### config.mk
export PLATFORM = sky130hd
export DESIGN_NAME = imem_fetch_sequencer
export DESIGN_NICKNAME = d
export VERILOG_FILES = /design/src/rtl/imem_fetch_sequencer.sv
export SDC_FILE = /design/constraint.sdc
export NUM_CORES = 1
export LEC_CHECK = 0
export CAP_MARGIN = 20
export CORE_AREA = 2 2 96 98
export DETAILED_ROUTE_END_ITERATION = 10
export DIE_AREA = 0 0 98 100
export GPL_TIMING_DRIVEN = 0
export PLACE_DENSITY = 0.8
export RECOVER_POWER = 100
export REMOVE_ABC_BUFFERS = 1
export SYNTH_ARGS = -nofsm -noshare
export SYNTH_HDL_FRONTEND = slang
export SYNTH_SLANG_ARGS = --single-unit
### constraint.sdc
create_clock -name clock -period 3.25 [get_ports clock]
set_clock_uncertainty 0.15 [all_clocks]
set_input_delay 0.65 -clock clock [delete_from_list [all_inputs] [get_ports clock]]
set_output_delay 0.65 -clock clock [all_outputs]
set_load 0.05 [all_outputs]
### src/rtl/imem_fetch_sequencer.sv
// Arbitrates CPU instruction fetches and program-loader byte writes onto a single
// byte-wide instruction memory, assembling four bytes into a big-endian word.
module imem_fetch_sequencer #(
  parameter int IM_SIZE = 1024,
  parameter int ADDR_W  = 10
) (
  input  logic              clock,
  input  logic              reset,
  input  logic              fetch_req,
  input  logic [31:0]       fetch_addr,
  output logic              fetch_valid,
  output logic [31:0]       fetch_instr,
  output logic              fetch_err,
  input  logic              load_req,
  input  logic [ADDR_W-1:0] load_addr,
  input  logic [7:0]        load_data,
  output logic              load_ack,
  output logic              mem_en,
  output logic              mem_we,
  output logic [ADDR_W-1:0] mem_addr,
  output logic [7:0]        mem_wdata,
  input  logic [7:0]        mem_rdata,
  output logic              busy
);

  typedef enum logic [3:0] {
    S_IDLE,
    S_RD0,
    S_RD1,
    S_RD2,
    S_RD3,
    S_CAP,
    S_RESP,
    S_WR,
    S_ERR
  } state_t;

  localparam logic [31:0] IM_LIMIT = 32'(IM_SIZE);

  state_t            state_q, state_d;
  logic              last_load_q, last_load_d;
  logic [ADDR_W-1:0] addr_q, addr_d;
  logic [ADDR_W-1:0] ld_addr_q, ld_addr_d;
  logic [7:0]        ld_data_q, ld_data_d;
  logic [23:0]       word_q, word_d;
  logic [31:0]       instr_q, instr_d;

  logic grant_fetch;
  logic grant_load;
  logic fetch_bad;

  // On a tie the requester that did not win the previous grant goes first.
  assign grant_fetch = fetch_req && (!load_req || last_load_q);
  assign grant_load  = load_req && (!fetch_req || !last_load_q);
  assign fetch_bad   = (fetch_addr[1:0] != 2'b00) || (fetch_addr >= IM_LIMIT);

  always_ff @(posedge clock) begin
    if (reset) begin
      state_q     <= S_IDLE;
      last_load_q <= 1'b0;
      addr_q      <= '0;
      ld_addr_q   <= '0;
      ld_data_q   <= '0;
      word_q      <= '0;
      instr_q     <= '0;
    end else begin
      state_q     <= state_d;
      last_load_q <= last_load_d;
      addr_q      <= addr_d;
      ld_addr_q   <= ld_addr_d;
      ld_data_q   <= ld_data_d;
      word_q      <= word_d;
      instr_q     <= instr_d;
    end
  end

  always_comb begin
    state_d     = state_q;
    last_load_d = last_load_q;
    case (state_q)
      S_IDLE: begin
        if (grant_fetch) begin
          last_load_d = 1'b0;
          state_d     = fetch_bad ? S_ERR : S_RD0;
        end else if (grant_load) begin
          last_load_d = 1'b1;
          state_d     = S_WR;
        end
      end
      S_RD0:   state_d = S_RD1;
      S_RD1:   state_d = S_RD2;
      S_RD2:   state_d = S_RD3;
      S_RD3:   state_d = S_CAP;
      S_CAP:   state_d = S_RESP;
      S_RESP:  state_d = S_IDLE;
      S_WR:    state_d = S_IDLE;
      S_ERR:   state_d = S_IDLE;
      default: state_d = S_IDLE;
    endcase
  end

  // Read data trails the address by one cycle, so byte k lands while in RD(k+1)/CAP.
  always_comb begin
    addr_d    = addr_q;
    ld_addr_d = ld_addr_q;
    ld_data_d = ld_data_q;
    word_d    = word_q;
    instr_d   = instr_q;
    case (state_q)
      S_IDLE: begin
        if (grant_fetch) begin
          addr_d = fetch_addr[ADDR_W-1:0];
          if (fetch_bad) begin
            instr_d = '0;
          end
        end else if (grant_load) begin
          ld_addr_d = load_addr;
          ld_data_d = load_data;
        end
      end
      S_RD1, S_RD2, S_RD3: word_d = {word_q[15:0], mem_rdata};
      S_CAP:               instr_d = {word_q, mem_rdata};
      default: ;
    endcase
  end

  always_comb begin
    fetch_valid = 1'b0;
    fetch_err   = 1'b0;
    load_ack    = 1'b0;
    mem_en      = 1'b0;
    mem_we      = 1'b0;
    mem_addr    = '0;
    mem_wdata   = '0;
    case (state_q)
      S_RD0: begin
        mem_en   = 1'b1;
        mem_addr = addr_q;
      end
      S_RD1: begin
        mem_en   = 1'b1;
        mem_addr = addr_q + ADDR_W'(1);
      end
      S_RD2: begin
        mem_en   = 1'b1;
        mem_addr = addr_q + ADDR_W'(2);
      end
      S_RD3: begin
        mem_en   = 1'b1;
        mem_addr = addr_q + ADDR_W'(3);
      end
      S_RESP: fetch_valid = 1'b1;
      S_ERR: begin
        fetch_valid = 1'b1;
        fetch_err   = 1'b1;
      end
      S_WR: begin
        mem_en    = 1'b1;
        mem_we    = 1'b1;
        mem_addr  = ld_addr_q;
        mem_wdata = ld_data_q;
        load_ack  = 1'b1;
      end
      default: ;
    endcase
  end

  assign fetch_instr = instr_q;
  assign busy        = (state_q != S_IDLE);

endmodule

==> metrics, run 1 <==
total core area=8890 um2; CP Buf/Inv Count=1; number of instances in the synthesized netlist=521; final number of hold-violating endpoints=0; slew at the pin closest to its max-slew limit=0.886 ns; average cell area after synthesis=7.97 um2; maximum buffer depth of the clock tree=2; clk root buf=sky130_fd_sc_hd__clkbuf_8; detailed-router iteration count before antenna repair=5; Starting Density=0.467; delay-heaviest family, CP=compound AO/OA/AOI/OAI gates; Slew Limit Fails=0; Tightest Hold Check Type=flop to flop; static power due to leakage=0.00201 uW; die boundary width=98 um; final cycle utilization of the critical path=1.01; count of flip-flops with a built-in enable after synthesis=0; global-route wire length before repair=19.2 mm; total via count after detailed routing=4,202; fill cell instance count of the final layout=743; proportion of synthesized flip-flops having asynchronous set or reset=0; ys flop type=sky130_fd_sc_hd__dfxtp_1; Num CTS Buffers=9; clock period minus worst slack=3.27 ns; Num Clock Sinks=89; number of antenna violations at the first check in global routing=0; maximum clock frequency=0.306 GHz; total cell area at the placement stage=5330 um2; final wirelength=11.8 mm; post-DR vias/cell=5.63; critical path capture point type=primary output; power per unit of standard cell area=689 nW/um2; failing checks=setup timing; final HPWL from detailed placement=7.73 mm; Die Footprint=9800 um2; count of antenna-violating nets left after detailed routing=0; launching element type of the critical path=flop; pre-CTS WS=-1.17 ns; worst skew pair latency=0.36 ns; Cell Chain, Critical Path=nor4b_4, fa_2, nand3_2, a32oi_2, o311ai_4, a221o_1, buf_6; vertical die dimension=100 um; largest net degree at the start of global routing=38; proportion of synthesized chip area in sequential cells=0.429; I/O pin count=118; via count of the first global-routing pass=3,807; iteration-0 DRC count of the detailed router=236; kind of critical path=flop to primary output; outcome=complete, but fails checks; remaining global-route overflow=0; Max-Cap Viols=0; peak supply drop=0.000290 V; Worst Path Arrival=2.47 ns; number of rows created at floorplan=35; final std cells w/o fill=747; post-route DRC violation count=0; relative area change from synthesis to final layout=38.9%; required time worst endpoint=2.45 ns; post-synthesis sequential element count=89; Port Buf Inserts=117; total global routing track utilization=0.240; final-report setup violation count=1; Max-slew headroom=0.410; CTS tree=yes; Synth Cell Area=4150 um2; total number of yosys warnings=0; layout cells sized above 1=0.112; routed len/inst=15.8 um; largest stage delay on the critical path=0.38 ns; Max Fanout on Critical Path=5; sum of internal, switching and leakage power=3970 uW; cell count after placement=712; area of all placed cells without fillers=5770 um2; H-tree depth reported by CTS=3; Worst Slack Setup Final=-0.0196 ns; unrepaired setup endpoints after global routing=true; ANT cells=0; total number of nets in the final design=696; Clk pin slew, worst setup/hold paths=0.10 ns; gp weighted congestion=0.854; count of cell types in the netlist=53; cell at the slowest stage of the critical path=sky130_fd_sc_hd__dfxtp_4
[cell families (layout without fill, tap and decap cells)]
family                   Yosys count  count (layout)  synth area share
AO/OA/AOI/OAI                    151             151             0.226
XOR/XNOR                           8               8            0.0169
adder cells (fa/ha/maj)            3               3            0.0108
buffers and inverters             45             160            0.0527
flip-flops                        89              89             0.429
multiplexers                      11              11            0.0265
AND/OR/NAND/NOR                  214             214             0.238
[registers in the layout (all words and copies together), names as in the netlist]
| name | count |
|---|---|
| fetch_instr | 32 |
| word_q | 24 |
| addr_q | 10 |
| ld_addr_q | 10 |
| ld_data_q | 8 |
| state_q | 4 |
| last_load_q | 1 |
[Yosys cell counts (4+ instances only)]
master / n / area share
sky130_fd_sc_hd__nand2_1: 134 / 0.12
sky130_fd_sc_hd__dfxtp_1: 89 / 0.43
sky130_fd_sc_hd__a21oi_1: 50 / 0.060
sky130_fd_sc_hd__a22oi_1: 33 / 0.060
sky130_fd_sc_hd__o21ai_1: 30 / 0.036
sky130_fd_sc_hd__clkbuf_1: 18 / 0.016
sky130_fd_sc_hd__nor2_1: 18 / 0.016
sky130_fd_sc_hd__buf_2: 13 / 0.016
sky130_fd_sc_hd__nand3_1: 12 / 0.014
sky130_fd_sc_hd__mux2i_1: 11 / 0.027
sky130_fd_sc_hd__buf_4: 9 / 0.016
sky130_fd_sc_hd__and2_1: 8 / 0.012
sky130_fd_sc_hd__o21ai_0: 8 / 0.0096
sky130_fd_sc_hd__xnor2_1: 7 / 0.015
sky130_fd_sc_hd__nor2b_1: 6 / 0.0090
sky130_fd_sc_hd__a32oi_1: 5 / 0.011
sky130_fd_sc_hd__nor4_1: 5 / 0.0075
sky130_fd_sc_hd__nand2b_1: 4 / 0.0060
sky130_fd_sc_hd__nor3_1: 4 / 0.0048
sky130_fd_sc_hd__nor3b_1: 4 / 0.0072
[worst paths after layout]
check	from	end	slack, ns	cells after the start
setup / recovery	state_q[0]	mem_addr[8]	-0.02	7
setup reg to reg	state_q[0]	addr_q[4]	0.87	6
hold reg to reg	ld_data_q[7]	ld_data_q[7]	0.30	2
hold / removal	ld_data_q[7]	ld_data_q[7]	0.30	2
[final cells by class]
class	instances	area (um2)	area share
multi-input combinational	387	2240	0.388
tap	111	139	0.0241
inverter	4	15.0	0.00260
clock inverter	7	88.8	0.0154
clock buffer	9	124	0.0215
sequential	89	1800	0.312
timing repair buffer	140	1360	0.236
[stage by stage]
| stage | hold slack (ns) | setup TNS [ns] | utilization |
|---|---|---|---|
| 3_3_place_gp | 0.289 | -69.51 | 0.591 |
| 3_5_place_dp | 0.292 | -11.05 | 0.600 |
| 2_1_floorplan | 0.276 | -2.63 | - |
| 5_1_grt | 0.327 | -0.102 | 0.649 |
| 6_report | 0.302 | -0.0196 | 0.649 |
| 4_1_cts | 0.305 | 0 | 0.643 |
[report_power, final]
group | internal [uW] | switching (uW)
logic | 632 | 1120
clock network | 371 | 434
registers | 1260 | 155
total | 2260 | 1710
[repair_timing]
action / CTS / global route
buffers inserted: 15 / 3
hold buffers: 0 / 0
hold endpoints to repair: 0 / 0
endpoints found under the setup margin: 23 / 16
pin swaps: 5 / 5
gates resized for setup: 53 / 20
[cell usage in the layout (no fill, tap or decap), types with 5 or more instances in the layout]
cell and count:
sky130_fd_sc_hd__nand2_1 134, sky130_fd_sc_hd__clkdlybuf4s50_1 104, sky130_fd_sc_hd__dfxtp_1 83, sky130_fd_sc_hd__a21oi_1 49, sky130_fd_sc_hd__a22oi_1 33, sky130_fd_sc_hd__o21ai_1 31, sky130_fd_sc_hd__nor2_1 17, sky130_fd_sc_hd__buf_4 17
sky130_fd_sc_hd__nand3_1 11, sky130_fd_sc_hd__mux2i_1 11, sky130_fd_sc_hd__clkbuf_8 9, sky130_fd_sc_hd__and2_1 8, sky130_fd_sc_hd__xnor2_1 7, sky130_fd_sc_hd__o21ai_0 7, sky130_fd_sc_hd__nor2b_1 5, sky130_fd_sc_hd__buf_2 5
[metal layers]
metal	GRT usage	up-vias	part of all wire
li1	-	2058	-
met1	0.321	1981	0.43
met2	0.398	147	0.48
met3	0.0460	16	0.065
met4	0.0694	0	0.017
met5	0	-	0
[worst reg2reg max path, stage by stage, from the launching register on]
cell	delay, ns
sky130_fd_sc_hd__dfxtp_4	0.38
sky130_fd_sc_hd__buf_4	0.14
sky130_fd_sc_hd__buf_4	0.14
sky130_fd_sc_hd__nor4_4	0.40
sky130_fd_sc_hd__nand3_1	0.65
sky130_fd_sc_hd__mux2i_1	0.35
sky130_fd_sc_hd__nor2_1	0.06
Power figures use the tool's default switching activity.
==> inputs of run 2 (changes only) <==
--- a/config.mk
+++ b/config.mk
@@ -16,3 +16,4 @@
 export SYNTH_ARGS = -nofsm -noshare
 export SYNTH_HDL_FRONTEND = slang
 export SYNTH_SLANG_ARGS = --single-unit
+export TNS_END_PERCENT = 100
==> results of run 2 <==
Final layout, timing and power as in run 1 (identical DEF).
==> inputs of run 3 (changes only) <==
--- a/config.mk
+++ b/config.mk
@@ -9,7 +9,7 @@
 export CORE_AREA = 2 2 96 98
 export DETAILED_ROUTE_END_ITERATION = 10
 export DIE_AREA = 0 0 98 100
-export GPL_TIMING_DRIVEN = 0
+export MAX_ROUTING_LAYER = met4
 export PLACE_DENSITY = 0.8
 export RECOVER_POWER = 100
 export REMOVE_ABC_BUFFERS = 1
==> run 3 against run 2 <==
The run now ends clean. Combinational power fell by 5%. Power is 4.1% lower. Die area stayed put. Setup slack better by 0.027 ns. Non-clock buffer count is 6 lower. Cell area shrank 0.54%. Sequential power hardly changed. Critical path type unchanged. Largest cell class unchanged.
==> metrics, run 3 (synthesis results as in run 1) <==
critical path capture point type=primary output (unchanged); Num Clock Sinks=89 (unchanged); Max-slew headroom=0.375 (was 0.410); final-report setup violation count=0 (was 1); post-DR vias/cell=5.71 (was 5.63); commonest cells after routing, fill and taps aside=sky130_fd_sc_hd__nand2_1 (134), sky130_fd_sc_hd__dfxtp_1 (88), sky130_fd_sc_hd__clkdlybuf4s50_1 (59) (was sky130_fd_sc_hd__nand2_1 (134), sky130_fd_sc_hd__clkdlybuf4s50_1 (104), sky130_fd_sc_hd__dfxtp_1 (83)); die boundary width=98 um (unchanged); final wirelength=11.9 mm (was 11.8 mm); CTS Hold Bufs=0 (unchanged); cell at the slowest stage of the critical path=sky130_fd_sc_hd__dfxtp_2 (was sky130_fd_sc_hd__dfxtp_4); Die Footprint=9800 um2 (unchanged); fill cell instance count of the final layout=757 (was 743); cell count after placement=723 (was 712); Max Fanout on Critical Path=3 (was 5); peak supply drop=0.000268 V (was 0.000290 V); met1 capacity usage during global routing=0.324 (was 0.321); clock period minus worst slack=3.24 ns (was 3.27 ns); outcome=finished, final reports clean (was complete, but fails checks); Max-Cap Viols=0 (unchanged); Worst Path Arrival=2.44 ns (was 2.47 ns); I/O pin count=118 (unchanged); total via count after detailed routing=4,230 (was 4,202); number of flip-flops in the largest register=32 (unchanged); relative area change from synthesis to final layout=38.2% (was 38.9%); largest net degree at the start of global routing=52 (was 38); vertical die dimension=100 um (unchanged); clk root buf=sky130_fd_sc_hd__clkbuf_8 (unchanged); Cell Chain, Critical Path=nor4b_4, buf_4, fa_2, nand3_2, a32oi_2, o311ai_4, a221o_1, buf_6 (was nor4b_4, fa_2, nand3_2, a32oi_2, o311ai_4, a221o_1, buf_6); via count of the first global-routing pass=4,009 (was 3,807); slew at the pin closest to its max-slew limit=0.938 ns (was 0.886 ns); maximum clock frequency=0.308 GHz (was 0.306 GHz); H-tree depth reported by CTS=3 (unchanged); remaining global-route overflow=0 (unchanged); static power due to leakage=0.00209 uW (was 0.00201 uW); final std cells w/o fill=741 (was 747); iteration-0 DRC count of the detailed router=242 (was 236); Fin Hold WS=0.306 ns (was 0.302 ns); kind of critical path=flop to primary output (unchanged); post-route DRC violation count=0 (unchanged); GRT met2 Usage=0.393 (was 0.398); count of antenna-violating nets left after detailed routing=0 (unchanged); maximum buffer depth of the clock tree=2 (unchanged); met3 global-route usage=0.0341 (was 0.0460); CTS tree=yes (unchanged); Port Buf Inserts=117 (unchanged); most frequent standard cell in the layout excluding fill and tap cells=sky130_fd_sc_hd__nand2_1 (unchanged); power per unit of standard cell area=664 nW/um2 (was 689 nW/um2); Tightest Hold Check Type=flop to flop (unchanged); total core area=8890 um2 (unchanged); detailed-router iteration count before antenna repair=5 (unchanged); global-route wire length before repair=19.3 mm (was 19.2 mm); final cycle utilization of the critical path=0.998 (was 1.01); worst skew pair latency=0.35 ns (was 0.36 ns); required time worst endpoint=2.45 ns (about the same); layout cells sized above 1=0.100 (was 0.112); final number of hold-violating endpoints=0 (unchanged); Clk pin slew, worst setup/hold paths=0.09 ns (was 0.10 ns); ANT cells=0 (unchanged); largest stage delay on the critical path=0.34 ns (was 0.38 ns); launching element type of the critical path=flop (unchanged); Starting Density=0.467 (unchanged); sum of internal, switching and leakage power=3810 uW (was 3970 uW); final HPWL from detailed placement=8.05 mm (was 7.73 mm); routed len/inst=16.1 um (was 15.8 um); number of antenna violations at the first check in global routing=0 (unchanged); Num CTS Buffers=9 (unchanged); Slew Limit Fails=0 (unchanged); number of rows created at floorplan=35 (unchanged); total number of nets in the final design=690 (was 696); most crowded layer after global routing=met2 (unchanged); total global routing track utilization=0.246 (was 0.240); gp weighted congestion=0.925 (was 0.854)
[run 3: cell types whose count changed in the layout (fill, tap and decap cells not counted), moves of 8 or more]
cell and delta:
sky130_fd_sc_hd__and2_0 +8, sky130_fd_sc_hd__and2_1 -8, sky130_fd_sc_hd__buf_12 +12, sky130_fd_sc_hd__clkdlybuf4s50_1 -45, sky130_fd_sc_hd__dlygate4sd3_1 +35, sky130_fd_sc_hd__o21ai_0 +30
sky130_fd_sc_hd__o21ai_1 -30
[run 3: power by group]
group / total [uW] / internal (uW) / leakage, uW / switching [uW]
registers: 1380 / 1250 / 0.000722 / 128
clock network: 751 / 303 / 0.0000946 / 448
logic: 1680 / 564 / 0.00128 / 1120
[run 3: final cells by class]
cell class	instances	area (um2)	area share
timing repair buffer	134	1390	0.243
inverter	4	15.0	0.00262
clock buffer	9	124	0.0216
clock inverter	7	73.8	0.0129
multi-input combinational	387	2210	0.385
tap	111	139	0.0242
sequential	89	1780	0.311
[run 3: per-layer routing]
layer,up-vias,share of wire
met3,24,0.066
met2,196,0.48
met1,1962,0.43
met4,0,0.023
met5,-,0
li1,2048,-
[run 3: stage by stage]
step           setup slack, ns  instance area [um2]  setup TNS, ns   util
3_3_place_gp             0.303                 5540              0  0.623
6_report               0.00769                 5740              0  0.645
3_5_place_dp             0.301                 5540              0  0.623
5_1_grt                -0.0762                 5740        -0.0762  0.645
2_1_floorplan           -0.709                 3950          -2.63      -
4_1_cts                 0.0255                 5740              0  0.646
[run 3: path summary, 6_finish.rpt]
kind | startpoint | end | slack [ns] | cells past startpoint
worst max-delay path | state_q[3] | mem_addr[8] | 0.008 | 8
worst min register to register | ld_data_q[5] | ld_data_q[5] | 0.31 | 2
worst min-delay path | ld_data_q[5] | ld_data_q[5] | 0.31 | 2
worst max register to register | state_q[2] | word_q[15] | 0.83 | 5
[run 3: worst max-delay path, delay by kind of cell, from the launching register on]
kind,cells,cell delay (ns)
AND/OR/NAND/NOR,2,0.38
AO/OA/AOI/OAI,3,0.85
adder cells (fa/ha/maj),1,0.21
buffers and inverters,2,0.33
flip-flops,1,0.34
[run 3: what timing repair did]
action,CTS,global route
resized for setup,2,11
pin swaps,0,4
buffers inserted,0,2
setup endpoints to repair,1,6
gates cloned,0,0
